[config.mk]
export PLATFORM = sky130hd
export DESIGN_NAME = serial_adder
export DESIGN_NICKNAME = d
export VERILOG_FILES = /design/src/rtl/serial_adder.sv
export SDC_FILE = /design/constraint.sdc
export NUM_CORES = 1
export LEC_CHECK = 0
export CORE_UTILIZATION = 54
export CTS_CLUSTER_DIAMETER = 40
export CTS_CLUSTER_SIZE = 25
export DETAILED_ROUTE_END_ITERATION = 6
export PLACE_DENSITY = 0.8
export RECOVER_POWER = 25
export SYNTH_ARGS = -nofsm -noshare
export SYNTH_HDL_FRONTEND = slang
export SYNTH_SLANG_ARGS = --single-unit
[constraint.sdc]
create_clock -name CLK -period 2.6 [get_ports CLK]
set_clock_uncertainty 0.15 [all_clocks]
set_input_delay 0.52 -clock CLK [delete_from_list [all_inputs] [get_ports CLK]]
set_output_delay 0.52 -clock CLK [all_outputs]
set_load 0.02 [all_outputs]
[src/rtl/serial_adder.sv]
// Bit-serial unsigned adder: operands are accepted in IDLE, one sum bit is
// produced per clock LSB-first in RUN, and the result is held in DONE.
// Optional subtract mode is compiled in with `define SERIAL_ADDER_SUB_EN.
// Latency: OUT_VALID rises WIDTH rising edges after the accepting edge.
// Backpressure: the result is held indefinitely while OUT_READY=0; no new
// operands are taken until the result has been drained (IN_READY=1 only in IDLE).
module serial_adder #(
    parameter int WIDTH = 8
) (
    input  logic             CLK,
    input  logic             RST,
    input  logic             IN_VALID,
    output logic             IN_READY,
    input  logic [WIDTH-1:0] A,
    input  logic [WIDTH-1:0] B,
`ifdef SERIAL_ADDER_SUB_EN
    input  logic             SUB,
`endif
    output logic             OUT_VALID,
    input  logic             OUT_READY,
    output logic [WIDTH-1:0] SUM,
    output logic             CARRY
);

    localparam int CW = $clog2(WIDTH);
    localparam logic [CW-1:0] LAST_BIT = CW'(WIDTH - 1);

    typedef enum logic [1:0] {
        IDLE = 2'd0,
        RUN  = 2'd1,
        DONE = 2'd2
    } state_t;

    state_t           state_q, state_d;
    logic [WIDTH-1:0] a_q, a_d;        // operand A shift register
    logic [WIDTH-1:0] b_q, b_d;        // operand B (or ~B) shift register
    logic [WIDTH-1:0] sum_q, sum_d;    // result, filled from the MSB end
    logic             c_q, c_d;        // running carry between bit slices
    logic             carry_q, carry_d;
    logic [CW-1:0]    cnt_q, cnt_d;    // index of the bit being produced

    // One full-adder slice built from two half adders and an OR.
    logic ha1_s, ha1_c, ha2_s, ha2_c;
    logic fa_s, fa_c;

    // Operand preparation at acceptance: subtraction is A + ~B + 1, so the
    // carry flop is preset instead of adding a separate increment.
    logic [WIDTH-1:0] b_load;
    logic             c_load;

    // Full-adder slice on the current LSBs of the operand shift registers.
    always_comb begin
        ha1_s = a_q[0] ^ b_q[0];
        ha1_c = a_q[0] & b_q[0];
        ha2_s = ha1_s ^ c_q;
        ha2_c = ha1_s & c_q;
        fa_s  = ha2_s;
        fa_c  = ha1_c | ha2_c;
    end

    // Select the B operand and initial carry for add or subtract.
    always_comb begin
        b_load = B;
        c_load = 1'b0;
`ifdef SERIAL_ADDER_SUB_EN
        if (SUB) begin
            b_load = ~B;
            c_load = 1'b1;
        end
`endif
    end

    // Next-state and datapath update for the IDLE/RUN/DONE sequence.
    always_comb begin
        state_d = state_q;
        a_d     = a_q;
        b_d     = b_q;
        sum_d   = sum_q;
        c_d     = c_q;
        carry_d = carry_q;
        cnt_d   = cnt_q;

        unique case (state_q)
            IDLE: begin
                if (IN_VALID) begin
                    a_d     = A;
                    b_d     = b_load;
                    c_d     = c_load;
                    sum_d   = '0;
                    cnt_d   = '0;
                    state_d = RUN;
                end
            end

            RUN: begin
                sum_d = {fa_s, sum_q[WIDTH-1:1]};
                a_d   = {1'b0, a_q[WIDTH-1:1]};
                b_d   = {1'b0, b_q[WIDTH-1:1]};
                c_d   = fa_c;
                cnt_d = cnt_q + CW'(1);
                if (cnt_q == LAST_BIT) begin
                    carry_d = fa_c;
                    cnt_d   = '0;
                    state_d = DONE;
                end
            end

            DONE: begin
                // SUM/CARRY are simply held; only the handshake moves us on.
                if (OUT_READY) begin
                    state_d = IDLE;
                end
            end

            default: begin
                state_d = IDLE;
            end
        endcase
    end

    // State and datapath registers; reset aborts any operation in flight.
    always_ff @(posedge CLK or posedge RST) begin
        if (RST) begin
            state_q <= IDLE;
            a_q     <= '0;
            b_q     <= '0;
            sum_q   <= '0;
            c_q     <= 1'b0;
            carry_q <= 1'b0;
            cnt_q   <= '0;
        end else begin
            state_q <= state_d;
            a_q     <= a_d;
            b_q     <= b_d;
            sum_q   <= sum_d;
            c_q     <= c_d;
            carry_q <= carry_d;
            cnt_q   <= cnt_d;
        end
    end

    // Handshake outputs are pure decodes of the registered state.
    always_comb begin
        IN_READY  = (state_q == IDLE);
        OUT_VALID = (state_q == DONE);
        SUM       = sum_q;
        CARRY     = carry_q;
    end

endmodule

# Word-level counts from Yosys, hierarchy flattened
# Index checks and enable logic that the tools add are counted.
[totals]
in_bits = 20
reg_bits = 31
elab_cells = 39
output_inout_bits = 11
[classes]
bitwise_logic = 5
eq_ne = 6
n_addsub = 1
n_reduce_logical = 5
muxes = 15
[ops]
columns = ["operator", "n"]
rows = [
  ["$pmux W8 S2", 3],
  ["$mux W8", 3],
  ["$mux W2", 3],
  ["$mux W3", 2],
  ["$pmux W2 S3", 1],
  ["$pmux W3 S2", 1],
  ["$ne A2 B2 Y1 const B", 2],
  ["$reduce_and A2 Y1", 2],
  ["$add A3 B1 Y3 const B", 1],
  ["$eq A3 B3 Y1 const B", 1],
  ["$reduce_and A3 Y1", 1],
  ["$and A1 B1 Y1", 2],
  ["$eq A2 B1 Y1 const B", 1],
  ["$eq A2 B2 Y1 const B", 1],
  ["$logic_not A2 Y1", 1],
  ["$ne A2 B1 Y1 const B", 1],
  ["$pmux W1 S2", 1],
  ["$reduce_bool A2 Y1", 1],
  ["$xor A1 B1 Y1", 2],
  ["$mux W1", 1],
  ["$or A1 B1 Y1", 1],
]

# Longest topological paths before layout
# Gate-level depths: netlist (run 1).
[logic_depth]
ltp_word = 4
mapped_depth = 6
ltp_nobuf = 4

# Least setup slack after synthesis (run 1)
# OpenSTA, ideal clock, no wires.
[synth_path]
path_type = "flip-flop to output port"
startpoint = "register state_q[1]"
endpoint = "output OUT_VALID"
t_arrival_ns = 0.940
path_slack_ns = 0.990
path_buffers = 2
stages_incl_launch_ff = 4
t_required_ns = 1.930
path_cell_list = "dfrtp_1 -> buf_6 -> buf_6 -> nor2b_1"
[synth_via]
elab_chain_len = 1
[synth_rtl]
columns = ["element", "line_no", "text"]
rows = [
  ["start, declared", "34", "state_t state_q, state_d;"],
  ["start signal, assigned", "132", "state_q <= state_d;"],
  ["$eq A2 B2 Y1", "145", "OUT_VALID = (state_q == DONE);"],
  ["end, declared", "19", "output logic OUT_VALID,"],
]
# No other way between the ends.

# Final worst setup path (run 1)
[layout_path]
startpoint = "register state_q[1]"
endpoint = "output IN_READY"
[layout_via]
elab_chain_len = 1
[layout_rtl]
columns = ["element", "line_no", "text"]
rows = [
  ["$logic_not A2 Y1", "144", "IN_READY = (state_q == IDLE);"],
  ["end, declared", "13", "output logic IN_READY,"],
]
# No other way between the ends.

==> results_tabular.tex, run 1 <==
\begin{tabular}{lr}
\hline
Metric & Value \\
\hline
\multicolumn{2}{l}{\textbf{Yosys}} \\
Fraction of registers with async set or reset after synthesis & 1.00 \\
Number of enable-type register cells in the synthesized netlist & 0 \\
Average footprint of a synthesized cell & 11.8 um\^{}2 \\
Main flop type after synthesis & sky130\_fd\_sc\_hd\_\_dfrtp\_1 \\
List of most frequent post-synthesis cells & 31 x sky130\_fd\_sc\_hd\_\_dfrtp\_1, 10 x sky130\_fd\_sc\_hd\_\_a22o\_1, 9 x sky130\_fd\_sc\_hd\_\_nand2b\_1, 8 x sky130\_fd\_sc\_hd\_\_inv\_1, 8 x sky130\_fd\_sc\_hd\_\_nand2\_1 \\
Area share of the leading cell type in the synthesized netlist & 0.511 \\
Post-synthesis sequential element count & 31 \\
Post-synthesis cell type with the largest combined area & sky130\_fd\_sc\_hd\_\_dfrtp\_1 \\
Synthesized instance count & 129 \\
Distinct cells, synth & 29 \\
Top cells by area, synth & sky130\_fd\_sc\_hd\_\_dfrtp\_1 51\%, sky130\_fd\_sc\_hd\_\_a22o\_1 5.8\%, sky130\_fd\_sc\_hd\_\_a221o\_1 4.6\%, sky130\_fd\_sc\_hd\_\_buf\_6 3.7\%, sky130\_fd\_sc\_hd\_\_nand2b\_1 3.7\% \\
Number of warnings issued by yosys & 0 \\
Most numerous cell in the Yosys netlist & sky130\_fd\_sc\_hd\_\_dfrtp\_1 \\
Sequential element share of the synthesized area & 0.511 \\
Syn Nets & 152 \\
Area of the mapped netlist & 0.00152 mm\^{}2 \\
\multicolumn{2}{l}{\textbf{Place}} \\
Post-DP Area & 0.00179 mm\^{}2 \\
Number of placed cells counting well taps & 184 \\
Final estimated routing congestion in global placement & 0.747 \\
Post-DP HPWL & 2.02 mm \\
Input/output buffers & 30 \\
\multicolumn{2}{l}{\textbf{GRT}} \\
Via count of the first global-routing pass & between 1000 and 1500 \\
Remaining Overflow, GRT & 0 \\
Initial antenna violation count & 0 \\
Overall Global Routing Usage & 0.236 \\
Largest net degree at the start of global routing & 22 \\
Wire length of the first global-routing pass & approximately 4.8 mm \\
\multicolumn{2}{l}{\textbf{Setup path}} \\
CP Data Arrival Time & 1.74 ns \\
Setup slack, reg-to-reg & 1.08 ns \\
Kind of start point of the critical path & flop \\
Start-to-end type of the worst setup path & reg2out \\
Slowest stage cell on the critical path & sky130\_fd\_sc\_hd\_\_clkdlybuf4s50\_1 \\
Worst-path maximum fanout & 7 \\
FF-to-FF path depth & 4 \\
Largest stage delay, worst path & 0.68 ns \\
CP cell instances & nor2\_2, clkdlybuf4s50\_1 \\
Startpoint of the lowest-slack register-to-register path & state\_q[0] \\
Critical Path End & IN\_READY \\
Data required time at the worst endpoint & 1.93 ns \\
Element type at the critical path end & output port \\
Capture instance of the worst register-to-register path & CARRY \\
Launching element of the worst setup path & state\_q[1] \\
\multicolumn{2}{l}{\textbf{Routing}} \\
Routed wirelength normalized by instance count & 15.2 um \\
DRC marker count from the first detailed-route iteration & 27 \\
Via density per instance & 5.81 \\
TritonRoute pass-1 iters & 5 \\
Via count & 1116 \\
Length of routed met3 wiring & 161 um \\
Total met2 wirelength after detailed routing & between 1 and 1.5 mm \\
Final Routed Wirelength & 2.92 mm \\
Drc violations & 0 \\
WL met1 & 1.37 mm \\
Top layer reached by signal wires & met4 \\
Antenna Violating Nets Remaining & 0 \\
\multicolumn{2}{l}{\textbf{STA}} \\
Unrepaired setup endpoints after global routing & no \\
Slew at the pin closest to its max-slew limit & 1.08 ns \\
Crit share post-route & 0.927 \\
Count of final setup violators & 0 \\
Post-route minimum period & 2.41 ns \\
Worst max-slew margin expressed relative to the limit & 0.282 \\
Final count of pins violating max slew & 0 \\
Final Hold Fails & 0 \\
Peak Freq & 0.415 GHz \\
Sum of negative setup slack & 0 ns \\
\multicolumn{2}{l}{\textbf{Run}} \\
Max cap viols & 0 \\
\multicolumn{2}{l}{\textbf{Power and ir drop}} \\
Power, Total & 2.02 mW \\
Worst-case vdd ir drop & between 800 and 900 uV \\
P\_leak & 0.811 nW \\
Power per cell area & 1100 mW/mm\^{}2 \\
\multicolumn{2}{l}{\textbf{Floorplanning}} \\
Area of the die & 0.00303 mm\^{}2 \\
Standard-cell row count & 18 \\
Initial core utilization & 0.591 \\
Core area & 0.00257 mm\^{}2 \\
Ports & 31 \\
Die X-Extent & 55.0 um \\
Height of the die & 55.0 um \\
\multicolumn{2}{l}{\textbf{Cells and area}} \\
Final core utilization & 0.717 \\
Final standard cell area without fillers & 0.00184 mm\^{}2 \\
Share of post-route cells with drive strength above 1 & 0.111 \\
Layout area overhead & 21.3\% \\
NumNets Final & 184 \\
Diode insertion count for antenna repair & 0 \\
Finished Layout Cells & $\sim$190 \\
\multicolumn{2}{l}{\textbf{Clocking}} \\
Total CTS buffers & 5 \\
Root buffer selected by CTS & sky130\_fd\_sc\_hd\_\_clkbuf\_4 \\
\# Post-CTS Setup Buffers & 0 \\
Insertion delay to the later sink of the worst-skew pair & $\sim$0.34 ns \\
Clock tree from TritonCTS & built \\
Maximum count of clock buffers along a single path & 2 \\
Number of levels in the clock H-tree & 2 \\
Clk sink count & 31 \\
Number of gates resized after cts & 0 \\
Clock slew at reported path FFs & 0.09 ns \\
Total of hold buffers inserted after clock tree synthesis & 0 \\
\multicolumn{2}{l}{\textbf{Outcome}} \\
Outcome & complete, no violations \\
\multicolumn{2}{l}{\textbf{Min path}} \\
Worst min path class & reg2reg \\
\hline
\end{tabular}
[metrics by stage]
| step | setup slack [ns] | hold slack, ns |
|---|---|---|
| final | 0.190 | 0.357 |
| after global routing | 0.0868 | 0.376 |
| after detailed placement | 0.443 | 0.334 |
| after floorplan | 0.990 | 0.310 |
| after CTS | 0.166 | 0.313 |
| after global placement | 0.509 | 0.330 |
[sequential cells by signal (all words and copies together), names as in the netlist]
register,cells
c_q,1
b_q,8
cnt_q,3
SUM,8
CARRY,1
state_q,2
a_q,8
[worst min-delay path by stage]
| stage | startpoint | endpoint | slack [ns] | depth (start not counted) |
|---|---|---|---|---|
| 6_report | a_q[7] | a_q[7] | 0.36 | 1 |
| 5_1_grt | a_q[7] | a_q[7] | 0.38 | 1 |
| 4_1_cts | RST | a_q[0] | 0.31 | 2 |
| 3_5_place_dp | a_q[7] | a_q[7] | 0.33 | 1 |
| 3_3_place_gp | a_q[7] | a_q[7] | 0.33 | 1 |
| 2_1_floorplan | cnt_q[0] | cnt_q[0] | 0.31 | 1 |
[kinds of logic (layout without fill, tap and decap cells)]
kind of cell,after synthesis,after routing,share of synthesized area
DFF,31,31,0.511
buffers and inverters,17,50,0.0800
and+or+nand+nor,35,35,0.147
AOI/OAI and AO/OA,43,43,0.232
adders and majority gates,3,3,0.0297
[placed cells by master (no fill, tap or decap), drive strengths merged]
cell / Yosys / layout
a21oi: 5 / 5
a221o: 7 / 7
a221oi: 4 / 4
a22o: 10 / 10
a31oi: 1 / 1
a32o: 2 / 2
buf: 9 / 3
clkbuf: 0 / 8
clkdlybuf4s50: 0 / 29
clkinv: 0 / 1
dfrtp: 31 / 31
dlygate4sd3: 0 / 1
fa: 1 / 1
ha: 2 / 2
inv: 8 / 8
nand2: 9 / 9
nand2b: 10 / 10
nor2: 3 / 3
nor2b: 6 / 6
nor3b: 7 / 7
o21ai: 8 / 8
o21bai: 1 / 1
o22a: 3 / 3
o22ai: 1 / 1
o31ai: 1 / 1
[area by class of cell]
cell class / count / area, um^2
well taps: 30 / 37.5
clock buffers: 7 / 45.0
fillers: 201 / 727
repair buffers: 34 / 327
inverters: 8 / 30.0
clock inverters: 1 / 5.00
multi-input cells: 81 / 621
flip-flops and latches: 31 / 776
[metal layers]
| layer | GRT usage | vias to the layer above |
|---|---|---|
| met2 | 0.353 | 31 |
| met5 | 0 | - |
| li1 | - | 536 |
| met4 | 0.108 | 0 |
| met3 | 0.0929 | 7 |
| met1 | 0.300 | 542 |
[worst max-delay path: cells and delay by family (launching register included)]
family | cells | cell delay [ns]
buf+inv | 1 | 0.68
flops | 1 | 0.42
simple gates | 1 | 0.31
[power breakdown]
| group | switching, mW | leakage [nW] | internal (mW) |
|---|---|---|---|
| registers | 0.134 | 0.387 | 0.688 |
| clock network | 0.163 | 0.0293 | 0.105 |
| logic | 0.469 | 0.394 | 0.458 |
No activity file was read; power rests on OpenSTA's default activity.
==> run 2, diff against run 1 <==
--- a/config.mk
+++ b/config.mk
@@ -11,6 +11,7 @@
 export DETAILED_ROUTE_END_ITERATION = 6
 export PLACE_DENSITY = 0.8
 export RECOVER_POWER = 25
+export SETUP_SLACK_MARGIN = 0.15
 export SYNTH_ARGS = -nofsm -noshare
 export SYNTH_HDL_FRONTEND = slang
 export SYNTH_SLANG_ARGS = --single-unit
==> constraint.sdc (replaced) <==
create_clock -name CLK -period 2.6 [get_ports CLK]
set_clock_uncertainty 0.15 [all_clocks]
set_input_delay 0.52 -clock CLK [delete_from_list [all_inputs] [get_ports CLK]]
set_output_delay 0.52 -clock CLK [all_outputs]
set_load 0.005 [all_outputs]
==> run 2 against run 1 <==
Net effect:
- clock power rose by 1%
- worst setup slack better by 0.089 ns
- first-iteration DRC count down 26%
- sequential share of layout area hardly changed
- combinational power decreased by 9.6%
- critical path depth is the same
- critical endpoint is now OUT_VALID
- largest power group is now registers
- highest routed layer unchanged
==> results_tabular.tex, run 2 (synthesis gave the netlist of run 1 again) <==
\begin{tabular}{lr}
\hline
Metric & Value \\
\hline
\multicolumn{2}{l}{\textbf{Cells and area}} \\
NumNets Final & 183 (-0.54\%) \\
Most frequent standard cell in the layout excluding fill and tap cells & sky130\_fd\_sc\_hd\_\_dfrtp\_1 \\
Leading cell types in the layout, fill and taps excluded & 30 x sky130\_fd\_sc\_hd\_\_dfrtp\_1, 29 x sky130\_fd\_sc\_hd\_\_clkdlybuf4s50\_1, 10 x sky130\_fd\_sc\_hd\_\_a22o\_1, 9 x sky130\_fd\_sc\_hd\_\_nand2b\_1 \\
Finished Layout Cells & 191 (-0.52\%) \\
Final standard cell area without fillers & 0.00185 mm\^{}2 (+0.27\%) \\
Diode insertion count for antenna repair & 0 (unchanged) \\
Share of post-route cells with drive strength above 1 & 0.130 (+0.0193) \\
Layout area overhead & 21.6\% \\
Final core utilization & 0.719 (+0.00195) \\
\multicolumn{2}{l}{\textbf{STA}} \\
Peak Freq & 0.431 GHz (+3.8\%) \\
Crit share post-route & 0.893 (-0.0342) \\
Worst max-slew margin expressed relative to the limit & 0.681 (+0.399) \\
Final count of pins violating max slew & 0 (unchanged) \\
Post-route minimum period & 2.32 ns (-0.0890 ns) \\
Sum of negative setup slack & 0 ns (unchanged) \\
Setup slack after layout & 0.279 ns (+0.0890 ns) \\
Count of final setup violators & 0 (unchanged) \\
Unrepaired setup endpoints after global routing & no \\
Slew at the pin closest to its max-slew limit & 0.478 ns (-0.598 ns) \\
Final Hold Fails & 0 (unchanged) \\
\multicolumn{2}{l}{\textbf{Place}} \\
Final estimated routing congestion in global placement & 0.765 (+2.5\%) \\
Place WS & 0.427 ns (-0.0156 ns) \\
Number of placed cells counting well taps & 183 (-0.54\%) \\
Post-DP HPWL & 2.08 mm (+2.8\%) \\
Input/output buffers & 30 (unchanged) \\
Post-DP Area & 0.00179 mm\^{}2 (-0.42\%) \\
\multicolumn{2}{l}{\textbf{Clocking}} \\
Root buffer selected by CTS & sky130\_fd\_sc\_hd\_\_clkbuf\_4 \\
Clk sink count & 31 (unchanged) \\
Clock slew at reported path FFs & 0.10 ns (about the same) \\
Maximum count of clock buffers along a single path & 2 (unchanged) \\
Total of hold buffers inserted after clock tree synthesis & 0 (unchanged) \\
Number of levels in the clock H-tree & 2 (unchanged) \\
Total CTS buffers & 5 (unchanged) \\
Insertion delay to the later sink of the worst-skew pair & 0.34 ns (about the same) \\
Clock tree from TritonCTS & built \\
\multicolumn{2}{l}{\textbf{GRT}} \\
Largest net degree at the start of global routing & 20 (-9.1\%) \\
Via count of the first global-routing pass & 1049 (-2.3\%) \\
Initial antenna violation count & 0 (unchanged) \\
Remaining Overflow, GRT & 0 (unchanged) \\
Wire length of the first global-routing pass & 4.49 mm (-6.6\%) \\
Overall Global Routing Usage & 0.216 (-0.0200) \\
\multicolumn{2}{l}{\textbf{Setup path}} \\
Start-to-end type of the worst setup path & reg2out \\
Data required time at the worst endpoint & 1.93 ns (about the same) \\
CP cell instances & nor2b\_1, clkdlybuf4s50\_1 \\
CP Data Arrival Time & 1.65 ns (-0.09 ns) \\
Kind of start point of the critical path & flop \\
Delay-heaviest family, CP & flip-flops \\
Buffers and inverters on the worst path & 1 (unchanged) \\
Count of cell instances traversed by the critical path & 2 (unchanged) \\
Largest stage delay, worst path & 0.55 ns (-0.13 ns) \\
FF-to-FF path depth & 4 (unchanged) \\
Slowest stage cell on the critical path & sky130\_fd\_sc\_hd\_\_dfrtp\_2 \\
Worst-path maximum fanout & 17 (+10) \\
Element type at the critical path end & output port \\
\multicolumn{2}{l}{\textbf{Floorplanning}} \\
Core area & 0.00257 mm\^{}2 (unchanged) \\
Initial core utilization & 0.591 (unchanged) \\
Die X-Extent & 55.0 um (unchanged) \\
Height of the die & 55.0 um (unchanged) \\
Area of the die & 0.00303 mm\^{}2 (unchanged) \\
Standard-cell row count & 18 (unchanged) \\
Ports & 31 (unchanged) \\
\multicolumn{2}{l}{\textbf{Routing}} \\
Via density per instance & 5.88 (+1.2\%) \\
Drc violations & 0 (unchanged) \\
Via count & 1123 (+0.63\%) \\
DRC marker count from the first detailed-route iteration & 20 (-26\%) \\
TritonRoute pass-1 iters & 4 (-1) \\
Antenna Violating Nets Remaining & 0 (unchanged) \\
Final Routed Wirelength & 2.94 mm (+0.62\%) \\
Routed wirelength normalized by instance count & 15.4 um (+1.1\%) \\
\multicolumn{2}{l}{\textbf{Min path}} \\
Worst min path class & reg2reg \\
Depth of the worst hold-timing path & 1 (unchanged) \\
\multicolumn{2}{l}{\textbf{Power and ir drop}} \\
P\_leak & 0.814 nW (+0.36\%) \\
Power per cell area & 1060 mW/mm\^{}2 (-3.7\%) \\
Worst-case vdd ir drop & 747 uV (-14\%) \\
\multicolumn{2}{l}{\textbf{Run}} \\
Max cap viols & 0 (unchanged) \\
\multicolumn{2}{l}{\textbf{Outcome}} \\
Outcome & complete, no violations \\
\hline
\end{tabular}
[run 2: cell types whose count changed in the layout (fill, tap and decap cells not counted)]
cell	before	now
sky130_fd_sc_hd__dfrtp_1	31	30
sky130_fd_sc_hd__nor2_2	3	2
sky130_fd_sc_hd__nor2_4	0	1
sky130_fd_sc_hd__clkinv_2	1	3
sky130_fd_sc_hd__clkbuf_1	3	0
sky130_fd_sc_hd__dfrtp_2	0	1
[run 2: worst reg2reg max path, delay by kind of cell (launching register included)]
family / cells / cell delay [ns]
AOI/OAI and AO/OA: 2 / 0.28
buffers and inverters: 1 / 0.23
DFF: 1 / 0.53
and+or+nand+nor: 1 / 0.39
[run 2: routing by layer]
| layer | track usage | vias to the layer above | routed length (um) |
|---|---|---|---|
| met5 | 0 | - | 0 |
| met3 | 0.0792 | 6 | 185 |
| met4 | 0.0958 | 0 | 46 |
| met1 | 0.249 | 554 | 1330 |
| li1 | - | 531 | - |
| met2 | 0.357 | 32 | 1380 |
[run 2: timing repair]
action	4_1_cts	5_1_grt
gates cloned	0	0
gates resized for setup	1	1
setup buffers	0	0
setup endpoints to repair	1	2
hold endpoints to repair	0	0
[run 2: final timing paths]
check                              to        from  slack (ns)
min in group asynchronous      SUM[1]         RST        0.47
setup reg to reg                CARRY  state_q[1]        0.94
setup / recovery            OUT_VALID  state_q[1]        0.28
max in group asynchronous  state_q[1]         RST        1.18
hold reg to reg                b_q[7]      b_q[7]        0.36
hold / removal                 b_q[7]      b_q[7]        0.36
[run 2: stage by stage]
stage / hold WS (ns) / power, mW
after floorplan: 0.310 / 1.44
after global placement: 0.331 / 1.63
after detailed placement: 0.341 / 1.69
after CTS: 0.338 / 1.96
after global routing: 0.382 / 2.08
final: 0.355 / 1.95
[run 2: cell type report]
cell class / count / area (um^2)
fillers: 197 / 722
multi-input cells: 81 / 626
clock inverters: 3 / 15.0
flip-flops and latches: 31 / 777
well taps: 30 / 37.5
repair buffers: 33 / 323
clock buffers: 5 / 37.5
inverters: 8 / 30.0
[run 2: power breakdown]
part	switching, mW	internal [mW]	total (mW)
sequential	0.151	0.689	0.839
clock	0.172	0.100	0.273
combinational	0.379	0.458	0.838
==> run 3, diff against run 2 <==
--- a/config.mk
+++ b/config.mk
@@ -6,7 +6,7 @@
 export NUM_CORES = 1
 export LEC_CHECK = 0
 export CORE_UTILIZATION = 54
-export CTS_CLUSTER_DIAMETER = 40
+export CTS_CLUSTER_DIAMETER = 60
 export CTS_CLUSTER_SIZE = 25
 export DETAILED_ROUTE_END_ITERATION = 6
 export PLACE_DENSITY = 0.8
==> results of run 3 <==
Same layout as run 2: the final DEF is identical, and so are final timing and power.
